==> config.mk <==
export PLATFORM = sky130hd
export DESIGN_NAME = map_ram_arbiter_flat
export DESIGN_NICKNAME = d
export VERILOG_FILES = /design/src/rtl/map_ram_arbiter_pkg.sv /design/src/rtl/map_ram_arbiter_if.sv /design/src/rtl/map_ram_arbiter_rsp_pipe.sv /design/src/rtl/map_ram_arbiter.sv /design/src/flat_wrapper.sv
export SDC_FILE = /design/constraint.sdc
export NUM_CORES = 1
export LEC_CHECK = 0
export ABC_CLOCK_PERIOD_IN_PS = 900
export BUFFER_PORTS_ARGS = -buffer_cell sky130_fd_sc_hd__buf_2
export CAP_MARGIN = 10
export CORE_AREA = 10 10 47 49
export CTS_CLUSTER_SIZE = 40
export DETAILED_ROUTE_END_ITERATION = 10
export DIE_AREA = 0 0 57 59
export HOLD_SLACK_MARGIN = 0.15
export PLACE_DENSITY = 0.84
export SYNTH_ARGS = -nofsm -noshare
export SYNTH_HDL_FRONTEND = slang
export SYNTH_SLANG_ARGS = --single-unit
==> constraint.sdc <==
create_clock -name i_clk -period 0.9 [get_ports i_clk]
set_input_delay 0.09 -clock i_clk [delete_from_list [all_inputs] [get_ports i_clk]]
set_output_delay 0.09 -clock i_clk [all_outputs]
set_load 0.05 [all_outputs]
==> src/rtl/map_ram_arbiter_pkg.sv <==
// map_ram_arbiter_pkg: shared types for the tile map RAM arbiter.
package map_ram_arbiter_pkg;
    localparam int MAP_TILES_X = 64;
    localparam int MAP_TILES_Y = 32;
    typedef logic [$clog2(MAP_TILES_X)-1:0] tile_x_t;
    typedef logic [$clog2(MAP_TILES_Y)-1:0] tile_y_t;
    typedef struct packed {
        logic    write;
        tile_x_t x;
        tile_y_t y;
        logic    wdata;
    } map_req_t;
    typedef enum logic [1:0] {TAG_NONE, TAG_VID, TAG_GL_RD, TAG_MISS} rsp_tag_e;
    typedef enum logic [1:0] {GNT_NONE, GNT_VID, GNT_GL} grant_e;
    // gl_rd marks a game-logic read; it travels alongside TAG_MISS when an override slot is a read
    typedef struct packed {
        rsp_tag_e tag;
        logic     gl_rd;
    } rsp_slot_t;
endpackage

==> src/rtl/map_ram_arbiter_if.sv <==
// map_ram_arbiter_if: video, game-logic and RAM command/response signals of the map RAM arbiter.
interface map_ram_arbiter_if #(
    parameter int TILE_X_W = 6,
    parameter int TILE_Y_W = 5
);
    logic                i_vid_req;
    logic [TILE_X_W-1:0] i_vid_tile_x;
    logic [TILE_Y_W-1:0] i_vid_tile_y;
    logic                o_vid_valid;
    logic                o_vid_tile;
    logic                o_vid_miss;
    logic                i_gl_valid;
    logic                o_gl_ready;
    logic                i_gl_write;
    logic [TILE_X_W-1:0] i_gl_tile_x;
    logic [TILE_Y_W-1:0] i_gl_tile_y;
    logic                i_gl_wdata;
    logic                o_gl_rsp_valid;
    logic                o_gl_rdata;
    logic                o_ram_en;
    logic                o_ram_write;
    logic [TILE_X_W-1:0] o_ram_tile_x;
    logic [TILE_Y_W-1:0] o_ram_tile_y;
    logic                o_ram_wdata;
    logic                i_ram_tile_value;

    modport slave (
        input  i_vid_req, i_vid_tile_x, i_vid_tile_y,
        output o_vid_valid, o_vid_tile, o_vid_miss,
        input  i_gl_valid, i_gl_write, i_gl_tile_x, i_gl_tile_y, i_gl_wdata,
        output o_gl_ready, o_gl_rsp_valid, o_gl_rdata,
        output o_ram_en, o_ram_write, o_ram_tile_x, o_ram_tile_y, o_ram_wdata,
        input  i_ram_tile_value
    );

    modport master (
        output i_vid_req, i_vid_tile_x, i_vid_tile_y,
        input  o_vid_valid, o_vid_tile, o_vid_miss,
        output i_gl_valid, i_gl_write, i_gl_tile_x, i_gl_tile_y, i_gl_wdata,
        input  o_gl_ready, o_gl_rsp_valid, o_gl_rdata,
        input  o_ram_en, o_ram_write, o_ram_tile_x, o_ram_tile_y, o_ram_wdata,
        output i_ram_tile_value
    );
endinterface

==> src/rtl/map_ram_arbiter_rsp_pipe.sv <==
// map_rsp_pipe: RD_LATENCY-deep shift register of response tags, cleared asynchronously.
module map_rsp_pipe
    import map_ram_arbiter_pkg::*;
#(
    parameter int RD_LATENCY = 1
) (
    input  logic      i_clk,
    input  logic      i_rst,
    input  rsp_slot_t i_slot,
    output rsp_slot_t o_slot
);
    rsp_slot_t r_pipe [RD_LATENCY];

    always_ff @(posedge i_clk or posedge i_rst) begin
        if (i_rst) begin
            for (int i = 0; i < RD_LATENCY; i++) r_pipe[i] <= '0;
        end else begin
            r_pipe[0] <= i_slot;
            for (int i = 1; i < RD_LATENCY; i++) r_pipe[i] <= r_pipe[i-1];
        end
    end

    assign o_slot = r_pipe[RD_LATENCY-1];
endmodule

==> src/rtl/map_ram_arbiter.sv <==
// map_ram_arbiter: shares the single-port tile map RAM between video (priority) and game logic.
// Define MAP_ARB_STARVE_EN to let game logic override video after MAX_WAIT stalled cycles.
module map_ram_arbiter
    import map_ram_arbiter_pkg::*;
#(
    parameter int TILE_X_W   = 6,
    parameter int TILE_Y_W   = 5,
    parameter int RD_LATENCY = 1,
    parameter int MAX_WAIT   = 64
) (
    input logic            i_clk,
    input logic            i_rst,
    map_ram_arbiter_if.slave bus
);
    if (RD_LATENCY < 1 || RD_LATENCY > 4 || MAX_WAIT < 1) begin : g_bad_cfg
        $error("map_ram_arbiter: RD_LATENCY must be 1..4 and MAX_WAIT >= 1");
    end

    grant_e    w_grant;
    logic      w_override;
    map_req_t  w_cmd;
    rsp_slot_t w_slot_in;
    rsp_slot_t w_slot_out;

`ifdef MAP_ARB_STARVE_EN
    localparam int CNT_W = $clog2(MAX_WAIT + 1);
    logic [CNT_W-1:0] r_wait_cnt;

    always_ff @(posedge i_clk or posedge i_rst) begin
        if (i_rst) r_wait_cnt <= '0;
        else if (!bus.i_gl_valid || w_grant == GNT_GL) r_wait_cnt <= '0;
        else if (r_wait_cnt != CNT_W'(MAX_WAIT)) r_wait_cnt <= r_wait_cnt + 1'b1;
    end

    assign w_override     = bus.i_gl_valid && r_wait_cnt == CNT_W'(MAX_WAIT);
    assign bus.o_vid_miss = w_slot_out.tag == TAG_MISS;
`else
    assign w_override     = 1'b0;
    assign bus.o_vid_miss = 1'b0;
`endif

    // reset forces the command bus idle so no access is issued while the pipe is held clear
    assign w_grant = i_rst ? GNT_NONE :
                     (bus.i_vid_req && !w_override) ? GNT_VID :
                     bus.i_gl_valid ? GNT_GL : GNT_NONE;

    always_comb begin
        w_cmd = '0;
        if (w_grant == GNT_VID) begin
            w_cmd.x = tile_x_t'(bus.i_vid_tile_x);
            w_cmd.y = tile_y_t'(bus.i_vid_tile_y);
        end else if (w_grant == GNT_GL) begin
            w_cmd.write = bus.i_gl_write;
            w_cmd.x     = tile_x_t'(bus.i_gl_tile_x);
            w_cmd.y     = tile_y_t'(bus.i_gl_tile_y);
            w_cmd.wdata = bus.i_gl_write & bus.i_gl_wdata;
        end
    end

    assign bus.o_gl_ready   = w_grant == GNT_GL;
    assign bus.o_ram_en     = w_grant != GNT_NONE;
    assign bus.o_ram_write  = w_cmd.write;
    assign bus.o_ram_tile_x = TILE_X_W'(w_cmd.x);
    assign bus.o_ram_tile_y = TILE_Y_W'(w_cmd.y);
    assign bus.o_ram_wdata  = w_cmd.wdata;

    always_comb begin
        w_slot_in       = '0;
        w_slot_in.gl_rd = w_grant == GNT_GL && !bus.i_gl_write;
        w_slot_in.tag   = (w_grant == GNT_GL && bus.i_vid_req) ? TAG_MISS :
                          (w_grant == GNT_VID) ? TAG_VID :
                          w_slot_in.gl_rd ? TAG_GL_RD : TAG_NONE;
    end

    map_rsp_pipe #(.RD_LATENCY(RD_LATENCY)) u_rsp_pipe (
        .i_clk  (i_clk),
        .i_rst  (i_rst),
        .i_slot (w_slot_in),
        .o_slot (w_slot_out)
    );

    assign bus.o_vid_valid    = w_slot_out.tag == TAG_VID;
    assign bus.o_vid_tile     = bus.o_vid_valid & bus.i_ram_tile_value;
    assign bus.o_gl_rsp_valid = w_slot_out.gl_rd;
    assign bus.o_gl_rdata     = w_slot_out.gl_rd & bus.i_ram_tile_value;
endmodule
==> src/flat_wrapper.sv <==
// flat-port wrapper written by rule: the top's interface ports become plain ports
module map_ram_arbiter_flat import map_ram_arbiter_pkg::*;
#(
    parameter int TILE_X_W   = 6,
    parameter int TILE_Y_W   = 5,
    parameter int RD_LATENCY = 1,
    parameter int MAX_WAIT   = 64
)
  (i_clk, i_rst, bus_i_vid_req, bus_i_vid_tile_x, bus_i_vid_tile_y, bus_o_vid_valid, bus_o_vid_tile, bus_o_vid_miss, bus_i_gl_valid, bus_i_gl_write, bus_i_gl_tile_x, bus_i_gl_tile_y, bus_i_gl_wdata, bus_o_gl_ready, bus_o_gl_rsp_valid, bus_o_gl_rdata, bus_o_ram_en, bus_o_ram_write, bus_o_ram_tile_x, bus_o_ram_tile_y, bus_o_ram_wdata, bus_i_ram_tile_value);
  map_ram_arbiter_if #(.TILE_X_W(TILE_X_W), .TILE_Y_W(TILE_Y_W)) bus_i ();
  input logic i_clk;
  input logic i_rst;
  input wire logic [$bits(bus_i.i_vid_req)-1:0] bus_i_vid_req;
  input wire logic [$bits(bus_i.i_vid_tile_x)-1:0] bus_i_vid_tile_x;
  input wire logic [$bits(bus_i.i_vid_tile_y)-1:0] bus_i_vid_tile_y;
  output wire logic [$bits(bus_i.o_vid_valid)-1:0] bus_o_vid_valid;
  output wire logic [$bits(bus_i.o_vid_tile)-1:0] bus_o_vid_tile;
  output wire logic [$bits(bus_i.o_vid_miss)-1:0] bus_o_vid_miss;
  input wire logic [$bits(bus_i.i_gl_valid)-1:0] bus_i_gl_valid;
  input wire logic [$bits(bus_i.i_gl_write)-1:0] bus_i_gl_write;
  input wire logic [$bits(bus_i.i_gl_tile_x)-1:0] bus_i_gl_tile_x;
  input wire logic [$bits(bus_i.i_gl_tile_y)-1:0] bus_i_gl_tile_y;
  input wire logic [$bits(bus_i.i_gl_wdata)-1:0] bus_i_gl_wdata;
  output wire logic [$bits(bus_i.o_gl_ready)-1:0] bus_o_gl_ready;
  output wire logic [$bits(bus_i.o_gl_rsp_valid)-1:0] bus_o_gl_rsp_valid;
  output wire logic [$bits(bus_i.o_gl_rdata)-1:0] bus_o_gl_rdata;
  output wire logic [$bits(bus_i.o_ram_en)-1:0] bus_o_ram_en;
  output wire logic [$bits(bus_i.o_ram_write)-1:0] bus_o_ram_write;
  output wire logic [$bits(bus_i.o_ram_tile_x)-1:0] bus_o_ram_tile_x;
  output wire logic [$bits(bus_i.o_ram_tile_y)-1:0] bus_o_ram_tile_y;
  output wire logic [$bits(bus_i.o_ram_wdata)-1:0] bus_o_ram_wdata;
  input wire logic [$bits(bus_i.i_ram_tile_value)-1:0] bus_i_ram_tile_value;
  assign bus_i.i_vid_req = bus_i_vid_req;
  assign bus_i.i_vid_tile_x = bus_i_vid_tile_x;
  assign bus_i.i_vid_tile_y = bus_i_vid_tile_y;
  assign bus_o_vid_valid = bus_i.o_vid_valid;
  assign bus_o_vid_tile = bus_i.o_vid_tile;
  assign bus_o_vid_miss = bus_i.o_vid_miss;
  assign bus_i.i_gl_valid = bus_i_gl_valid;
  assign bus_i.i_gl_write = bus_i_gl_write;
  assign bus_i.i_gl_tile_x = bus_i_gl_tile_x;
  assign bus_i.i_gl_tile_y = bus_i_gl_tile_y;
  assign bus_i.i_gl_wdata = bus_i_gl_wdata;
  assign bus_o_gl_ready = bus_i.o_gl_ready;
  assign bus_o_gl_rsp_valid = bus_i.o_gl_rsp_valid;
  assign bus_o_gl_rdata = bus_i.o_gl_rdata;
  assign bus_o_ram_en = bus_i.o_ram_en;
  assign bus_o_ram_write = bus_i.o_ram_write;
  assign bus_o_ram_tile_x = bus_i.o_ram_tile_x;
  assign bus_o_ram_tile_y = bus_i.o_ram_tile_y;
  assign bus_o_ram_wdata = bus_i.o_ram_wdata;
  assign bus_i.i_ram_tile_value = bus_i_ram_tile_value;
  map_ram_arbiter #(.TILE_X_W(TILE_X_W), .TILE_Y_W(TILE_Y_W), .RD_LATENCY(RD_LATENCY), .MAX_WAIT(MAX_WAIT)) u_core (.i_clk(i_clk), .i_rst(i_rst), .bus(bus_i));
endmodule
==> flow_summary.ini, run 1 <==
[run_status]
status = finished, violations left
violations = negative setup slack

[worst_setup_path]
critPathBufInv = 1
path_class = register to output pin
cpPeakStageDelay_ns = 0.38
crit_chain = nor2b_4 -> and2_4 -> buf_8
critPathCaptureType = output pin
crit_arrival_ns = 1.02
required_ns = 0.81
crit_slowest_cell = dfrtp_1
critPathTopFamily = flip-flops
critPathLaunchType = register
path_max_fanout = 2

[sta]
slew_viol_final = 0
fin_hold_ws_ns = 0.138
rsz0062_at_grt = true
setup_viol = 4
worst_slack_ns = -0.207
final_hold_viol_count = 0
max_freq_ghz = 0.904
fin_crit_sh_pct = 123
min_period_ns = 1.11

[floorplan]
die_h_um = 59
rows = 14
start_util_pct = 25.8
die-width_um = 57
design.portCount = 49
dieArea_mm2 = 0.00336
fp.coreArea_mm2 = 0.00140

[route]
wl_mm = 1.95
ant_nets = 0
routedWlPerCell_um = 15.8
drt-vias-per-instance = 4.73
vias = 586
drt_first_iter_violations = 9
drc = 0
dr.pass1.iters = 4

[logic_synthesis]
yosys_warnings = 0
yosys_register_bits = 3
synth_cell_type_count = 14
syn_area_um2 = 362
synth_nets = 83
syn_inst = 54
avgSynthCellArea_um2 = 6.70
seq_area_frac_synth_pct = 20.8

[worst_hold_path]
hold_class = input port to register

[global_route]
grt_max_degree = 13
grt_pass1_vias = 678
grt_pass1_wl_mm = 2.91
grt_usage_pct = 11.0
gr-total-overflow = 0
antenna_found_initial = 0

[clock_network]
hold_buffers = 2
cts-buffers-inserted = 3
cts_tree = done
cts-root-buf = clkbuf_4
clk_pin_slew_worst_paths_ns = 0.04
cts_max_level = 1
cts_num_sinks = 3
cts_buffer_depth = 2

[layout]
syn_to_final_growth_pct = 179
layout_common_cells = buf_2, nand2_1, nand3b_1, a21oi_4, buf_6
mostFrequentLayoutCell = buf_2
largest_register_ffs = 3
fin_cells = 124
diodes = 0
fillers = 103
fin_nets = 138
drive_above_1_share_pct = 69.4

[placed_design]
dp_hpwl_mm = 1.44
dp.cells = 115
gp_congestion = 0.673
io_buffer_count = 47

[run]
drv_cap = 0

[pwr]
vdd_drop_max_mv = 0.534
p_leak_nw = 0.467
power_density_mw_per_mm2 = 901
final timing paths:
check | start | endpoint | slack [ns] | cells after the start
max | u_core.u_rsp_pipe.o_slot[2] | bus_o_vid_tile | -0.21 | 3
min | i_rst | u_core.u_rsp_pipe.o_slot[0] | 0.14 | 3
max in group asynchronous | i_rst | u_core.u_rsp_pipe.o_slot[0] | 0.29 | 4
min in group asynchronous | i_rst | u_core.u_rsp_pipe.o_slot[1] | 0.46 | 4
repair_timing:
action	4_1_cts	5_1_grt
resized for setup	31	14
endpoints found under the setup margin	19	15
hold endpoints to repair	5	1
pin swaps	5	2
buffers inserted	0	1
gates cloned	2	0
stage by stage:
| stage | setup slack, ns | total power [mW] | TNS (ns) | area [um2] | utilization, % |
|---|---|---|---|---|---|
| floorplan | -0.233 | 0.442 | -0.635 | 499 | - |
| CTS | -0.209 | 0.896 | -0.532 | 956 | 68.2 |
| global route | -0.261 | 0.977 | -0.881 | 1010 | 72.1 |
| global placement | -0.195 | 0.564 | -2.10 | 759 | 54.2 |
| detailed placement | -0.238 | 0.572 | -2.51 | 759 | 54.2 |
| finish | -0.207 | 0.910 | -0.622 | 1010 | 72.1 |
routing by layer:
layer	part of all wire, %	track usage (%)
met5	0	0
met1	36	10.4
met3	13	9.44
met4	0	4.03
met2	51	17.1
cell usage after synthesis:
| cell | count | area share (%) |
|---|---|---|
| nand2_1 | 11 | 11 |
| conb_1 | 1 | 1.0 |
| and2_1 | 3 | 5.2 |
| dfrtp_1 | 3 | 21 |
| nor3b_2 | 1 | 3.5 |
| nor2b_1 | 4 | 6.9 |
| buf_4 | 2 | 4.2 |
| and3_1 | 1 | 1.7 |
| buf_2 | 2 | 2.8 |
| nand3b_1 | 11 | 23 |
| a21oi_1 | 11 | 15 |
| inv_1 | 1 | 1.0 |
| clkbuf_2 | 1 | 1.4 |
| nor2_1 | 2 | 2.1 |
layout make-up:
| cell class | instances | area [um2] | share of cell area [%] |
|---|---|---|---|
| multi-input cells | 45 | 390 | 38.7 |
| clock buffers | 4 | 26.3 | 2.60 |
| well taps | 16 | 20.0 | 1.98 |
| repair buffers | 55 | 493 | 48.8 |
| flip-flops and latches | 3 | 76.3 | 7.56 |
| inverters | 1 | 3.75 | 0.372 |
cells by family (layout without fill, tap and decap cells):
family	count (synthesis)	in the layout	share of synthesized area (%)
compound gates	11	11	15.2
flops	3	3	20.8
buf+inv	6	60	9.34
simple gates	33	33	53.6
other cells	1	1	1.04
power breakdown:
group	internal [mW]	total [mW]	switching, mW
combinational	0.234	0.528	0.295
clock	0.166	0.238	0.0721
sequential	0.140	0.143	0.00237
Power figures use the tool's default switching activity.
==> run 2: changes to the inputs <==
--- a/config.mk
+++ b/config.mk
@@ -5,7 +5,7 @@
 export SDC_FILE = /design/constraint.sdc
 export NUM_CORES = 1
 export LEC_CHECK = 0
-export ABC_CLOCK_PERIOD_IN_PS = 900
+export ABC_CLOCK_PERIOD_IN_PS = 1200
 export BUFFER_PORTS_ARGS = -buffer_cell sky130_fd_sc_hd__buf_2
 export CAP_MARGIN = 10
 export CORE_AREA = 10 10 47 49
==> constraint.sdc (replaced) <==
create_clock -name i_clk -period 1.2 [get_ports i_clk]
set_input_delay 0.12 -clock i_clk [delete_from_list [all_inputs] [get_ports i_clk]]
set_output_delay 0.12 -clock i_clk [all_outputs]
set_load 0.05 [all_outputs]
==> run 2 against run 1 <==
Net effect: the run now ends clean; sequential cell count did not move; count of clock-buffer cells in the layout did not move; sequential share of layout area rose by 2.9 points; die area did not move; routed wire length fell by 20%; worst hold slack improved by 0.080 ns; non-clock buffer count fell by 4; cell area fell by 29%; combinational power fell by 45%; cell count fell by 3.2%; global-route usage fell by 2.5 points; largest cell class is now multi-input combinational cells; largest power group unchanged.
==> flow_summary.ini, run 2 (same netlist as run 1, synthesis figures left out) <==
[route]
routedWlPerCell_um = 13.1
drt-vias-per-instance = 4.48
ant_nets = 0
dr.pass1.iters = 6
drt_first_iter_violations = 7
drc = 0
wl_mm = 1.57
vias = 538

[floorplan]
fp.coreArea_mm2 = 0.00140
design.portCount = 49
die_h_um = 59
rows = 14
dieArea_mm2 = 0.00336
start_util_pct = 25.8
die-width_um = 57

[pwr]
p_leak_nw = 0.383
pwr-share-comb_pct = 50.8
switching_share_pct = 42.5
clkPwrFrac_pct = 30.4
pwr-share-seq_pct = 18.8
p_sw_uw = 241
vdd_drop_max_mv = 0.270
internal_power_uw = 326
power_density_mw_per_mm2 = 794

[sta]
setup_viol = 0
rsz0062_at_grt = false
fin_hold_ws_ns = 0.219
fin_crit_sh_pct = 96.1
slew_viol_final = 0
finalSetupTns_ns = 0
max_freq_ghz = 0.867
min_period_ns = 1.15
final_hold_viol_count = 0

[worst_setup_path]
critPathLaunchType = register
cpPeakStageDelay_ns = 0.35
required_ns = 1.08
path_max_fanout = 2
critPathCaptureType = output pin
crit_slowest_cell = dfrtp_1
startpoint = u_core.u_rsp_pipe.o_slot[1]
crit_path_end = bus_o_vid_tile
crit_arrival_ns = 1.03
crit_chain = nor2b_4 -> and2_2 -> buf_6
path_class = register to output pin

[global_route]
antenna_found_initial = 0
grt_max_degree = 26
gr-total-overflow = 0
grt_pass1_wl_mm = 2.41
grt_pass1_vias = 567
grt_usage_pct = 8.50

[layout]
fin_nets = 134
fillers = 156
diodes = 0
ff_latch_area_um2 = 75.1
largest_register_ffs = 3
drive_above_1_share_pct = 64.4
multi_input_area_um2 = 309
mostFrequentLayoutCell = buf_2
syn_to_final_growth_pct = 97.9
layout_common_cells = buf_2, nand2_1, nand3b_1, a21oi_2, clkbuf_4

[worst_hold_path]
whs_path_depth = 3
hold_class = input port to register

[placed_design]
gp_congestion = 0.612
io_buffer_count = 47
dp_hpwl_mm = 1.30

[clock_network]
cts_num_sinks = 3
cts_buffer_depth = 2
cts-root-buf = clkbuf_4
cts-buffers-inserted = 3
cts_max_level = 1
cts_tree = done
clk_pin_slew_worst_paths_ns = 0.04

[run]
drv_cap = 0

[run_status]
status = finished clean
-- run 2: stage by stage --
step / utilization [%] / setup slack, ns / instance area (um2) / instances / total power [mW]
CTS: 50.4 / 0.0130 / 707 / 120 / 0.575
global placement: 47.0 / 0.0552 / 658 / 114 / 0.386
detailed placement: 47.0 / 0.0240 / 658 / 114 / 0.391
floorplan: - / 0.000777 / 418 / 54 / 0.303
global route: 51.1 / 0.00573 / 716 / 120 / 0.612
finish: 51.1 / 0.0470 / 716 / 120 / 0.568
-- run 2: critical path: cells and delay by family, from the launching register on --
| kind | cells | cell delay [ns] |
|---|---|---|
| buffers and inverters | 1 | 0.15 |
| and+or+nand+nor | 2 | 0.30 |
| DFF | 1 | 0.35 |
-- run 2: worst min-delay path by stage --
stage,to,slack [ns],startpoint
finish,u_core.u_rsp_pipe.o_slot[2],0.22,i_rst
global route,u_core.u_rsp_pipe.o_slot[2],0.22,i_rst
CTS,u_core.u_rsp_pipe.o_slot[2],0.21,i_rst
detailed placement,u_core.u_rsp_pipe.o_slot[1],0.24,i_rst
global placement,u_core.u_rsp_pipe.o_slot[1],0.23,i_rst
floorplan,u_core.u_rsp_pipe.o_slot[0],0.08,i_rst
-- run 2: layout make-up --
class,instances,share of cell area [%]
multi-input cells,45,43.2
repair buffers,51,39.3
flip-flops and latches,3,10.5
clock buffers,4,3.67
well taps,16,2.80
inverters,1,0.524
-- run 2: power groups by stage --
stage                     sequential [mW]  combinational (mW)  clock [mW]
after global placement              0.108               0.278           0
after CTS                           0.107               0.289       0.179
after floorplan                     0.111               0.193           0
after global routing                0.107               0.309       0.197
after detailed placement            0.108               0.283           0
final                               0.107               0.289       0.173
-- run 2: metal layers --
layer	vias to the layer above	GRT usage, %	part of all wire (%)
met3	2	3.43	9.3
met5	-	0	0
met1	235	8.16	35
li1	277	-	-
met2	24	15.5	55
met4	0	4.03	0.83
-- run 2: repair_timing --
action | in CTS | in global routing
hold endpoints to repair | 5 | 0
gates resized for setup | 1 | 3
hold buffers | 2 | 0
buffers inserted | 0 | 0
endpoints found under the setup margin | 1 | 3
cloned | 0 | 0
==> run 3: changes to the inputs <==
--- a/config.mk
+++ b/config.mk
@@ -5,6 +5,7 @@
 export SDC_FILE = /design/constraint.sdc
 export NUM_CORES = 1
 export LEC_CHECK = 0
+export ABC_AREA = 1
 export ABC_CLOCK_PERIOD_IN_PS = 1200
 export BUFFER_PORTS_ARGS = -buffer_cell sky130_fd_sc_hd__buf_2
 export CAP_MARGIN = 10
@@ -13,7 +14,7 @@
 export DETAILED_ROUTE_END_ITERATION = 10
 export DIE_AREA = 0 0 57 59
 export HOLD_SLACK_MARGIN = 0.15
-export PLACE_DENSITY = 0.84
+export PLACE_DENSITY = 0.83
 export SYNTH_ARGS = -nofsm -noshare
 export SYNTH_HDL_FRONTEND = slang
 export SYNTH_SLANG_ARGS = --single-unit
==> run 3 against run 2 <==
Net effect: via count rose by 3.7%; sequential share of layout area up 0.77 points; critical path type unchanged; critical endpoint unchanged; largest cell class is now buffers; area after synthesis fell by 3.8%; critical path depth fell by 1.
==> flow_summary.ini, run 3 <==
[run_status]
status = finished clean

[route]
top_layer = met4
drt_first_iter_violations = 4
wl_met2_um = 791
drc = 0
drt-vias-per-instance = 4.36
vias = 558
dr.pass1.iters = 4
routedWlPerCell_um = 12.3
route.met3.wl_um = 163
wl_met1_um = 608
ant_nets = 0
wl_mm = 1.57

[logic_synthesis]
seq_area_frac_synth_pct = 21.6
avgSynthCellArea_um2 = 5.90
synth_nets = 88
synth_most_common_cell = nand2_1
yosys_register_bits = 3
synth_cell_type_count = 14
synth_area_leaders = nand2_1, dfrtp_1, nand4_1
syn_area_um2 = 348
yosysTopAreaCellShare_pct = 25.9
synth_commonest_cells = nand2_1, nand4_1, nor2_1, inv_1, dfrtp_1
yosys_warnings = 0
synth_top_area_cell = nand2_1
synth_edf_count = 0
synthArstFlopShare_pct = 100
ys.flop_type = dfrtp_1
syn_inst = 59

[sta]
slew_viol_final = 0
finalSetupTns_ns = 0
min_period_ns = 1.11
setup_viol = 0
rsz0062_at_grt = false
worst_slack_ns = 0.0872
final_hold_viol_count = 0
fin_crit_sh_pct = 92.7
max_freq_ghz = 0.899

[worst_setup_path]
required_ns = 1.08
crit_slowest_cell = dfrtp_1
critPathLaunchType = register
critPathTopFamily = flip-flops
cpPeakStageDelay_ns = 0.37
critPathCaptureType = output pin
path_max_fanout = 2
crit_chain = nor3b_2 -> buf_4
path_class = register to output pin
critPathBufInv = 1
crit_arrival_ns = 0.99

[clock_network]
cts-buffers-inserted = 3
cts_tree = done
cts_buffer_depth = 2
cts_max_level = 1
cts-root-buf = clkbuf_4
cts_num_sinks = 3
clk_pin_slew_worst_paths_ns = 0.04

[placed_design]
dp_hpwl_mm = 1.35
gp_congestion = 0.668
dp_slack_ns = 0.139
io_buffer_count = 47

[layout]
diodes = 0
mostFrequentLayoutCell = buf_2
layout_common_cells = buf_2, nand2_1, nand4_1, nor2_1, buf_4
syn_to_final_growth_pct = 91.7
drive_above_1_share_pct = 53.6
largest_register_ffs = 3
fin_nets = 142

[floorplan]
start_util_pct = 24.8
fp.coreArea_mm2 = 0.00140
die_h_um = 59
die-width_um = 57
dieArea_mm2 = 0.00336
rows = 14
design.portCount = 49

[global_route]
grt_pass1_vias = 575
antenna_found_initial = 0
grt_pass1_wl_mm = 2.39
grt_usage_pct = 8.43
grt_max_degree = 13
gr-total-overflow = 0

[pwr]
vdd_drop_max_mv = 0.331
p_leak_nw = 0.451
power_density_mw_per_mm2 = 848

[run]
drv_cap = 0

[worst_hold_path]
hold_class = input port to register
-- run 3: area by class of cell --
type                       instances  area [um2]
timing repair buffer              54         308
multi-input combinational         45         215
tap                               16        20.0
clock buffer                       4        26.3
inverter                           6        22.5
sequential                         3        75.1
fill                             163         734
-- run 3: cells by family after synthesis --
| kind of cell | share of synthesized area (%) |
|---|---|
| compound gates | 1.44 |
| buf+inv | 18.0 |
| flops | 21.6 |
| other cells | 1.08 |
| simple gates | 57.9 |
-- run 3: metal layers --
| layer | global-route usage, % | up-vias |
|---|---|---|
| met5 | 0 | - |
| li1 | - | 297 |
| met4 | 2.01 | 0 |
| met2 | 14.7 | 28 |
| met3 | 5.36 | 2 |
| met1 | 8.20 | 231 |
-- run 3: power by group --
group          leakage (nW)  total (mW)  internal (mW)  switching (mW)
clock                0.0150       0.174          0.124          0.0497
sequential           0.0403       0.107          0.105         0.00166
combinational         0.395       0.285         0.0899           0.195
total                 0.451       0.566          0.320           0.246
-- run 3: timing repair --
item	4_1_cts	5_1_grt
setup buffers	0	0
endpoints found under the setup margin	0	1
resized for setup	0	2
hold endpoints to repair	5	0
hold buffers	2	0
-- run 3: path summary, 6_finish.rpt --
kind | startpoint | to | depth (start not counted)
max in group asynchronous | i_rst | u_core.u_rsp_pipe.o_slot[0] | 4
min in group asynchronous | i_rst | u_core.u_rsp_pipe.o_slot[1] | 4
worst min-delay path | i_rst | u_core.u_rsp_pipe.o_slot[1] | 3
worst max-delay path | u_core.u_rsp_pipe.o_slot[2] | bus_o_vid_tile | 2
-- run 3: per-stage QoR --
step	hold slack (ns)	cell area [um2]	util, %	total power [mW]	std cells
after global placement	0.154	618	44.1	0.383	122
after CTS	0.238	664	47.4	0.574	128
after floorplan	-0.00421	353	-	0.293	59
after detailed placement	0.154	618	44.1	0.389	122
after global routing	0.245	667	47.6	0.599	128
final	0.245	667	47.6	0.566	128
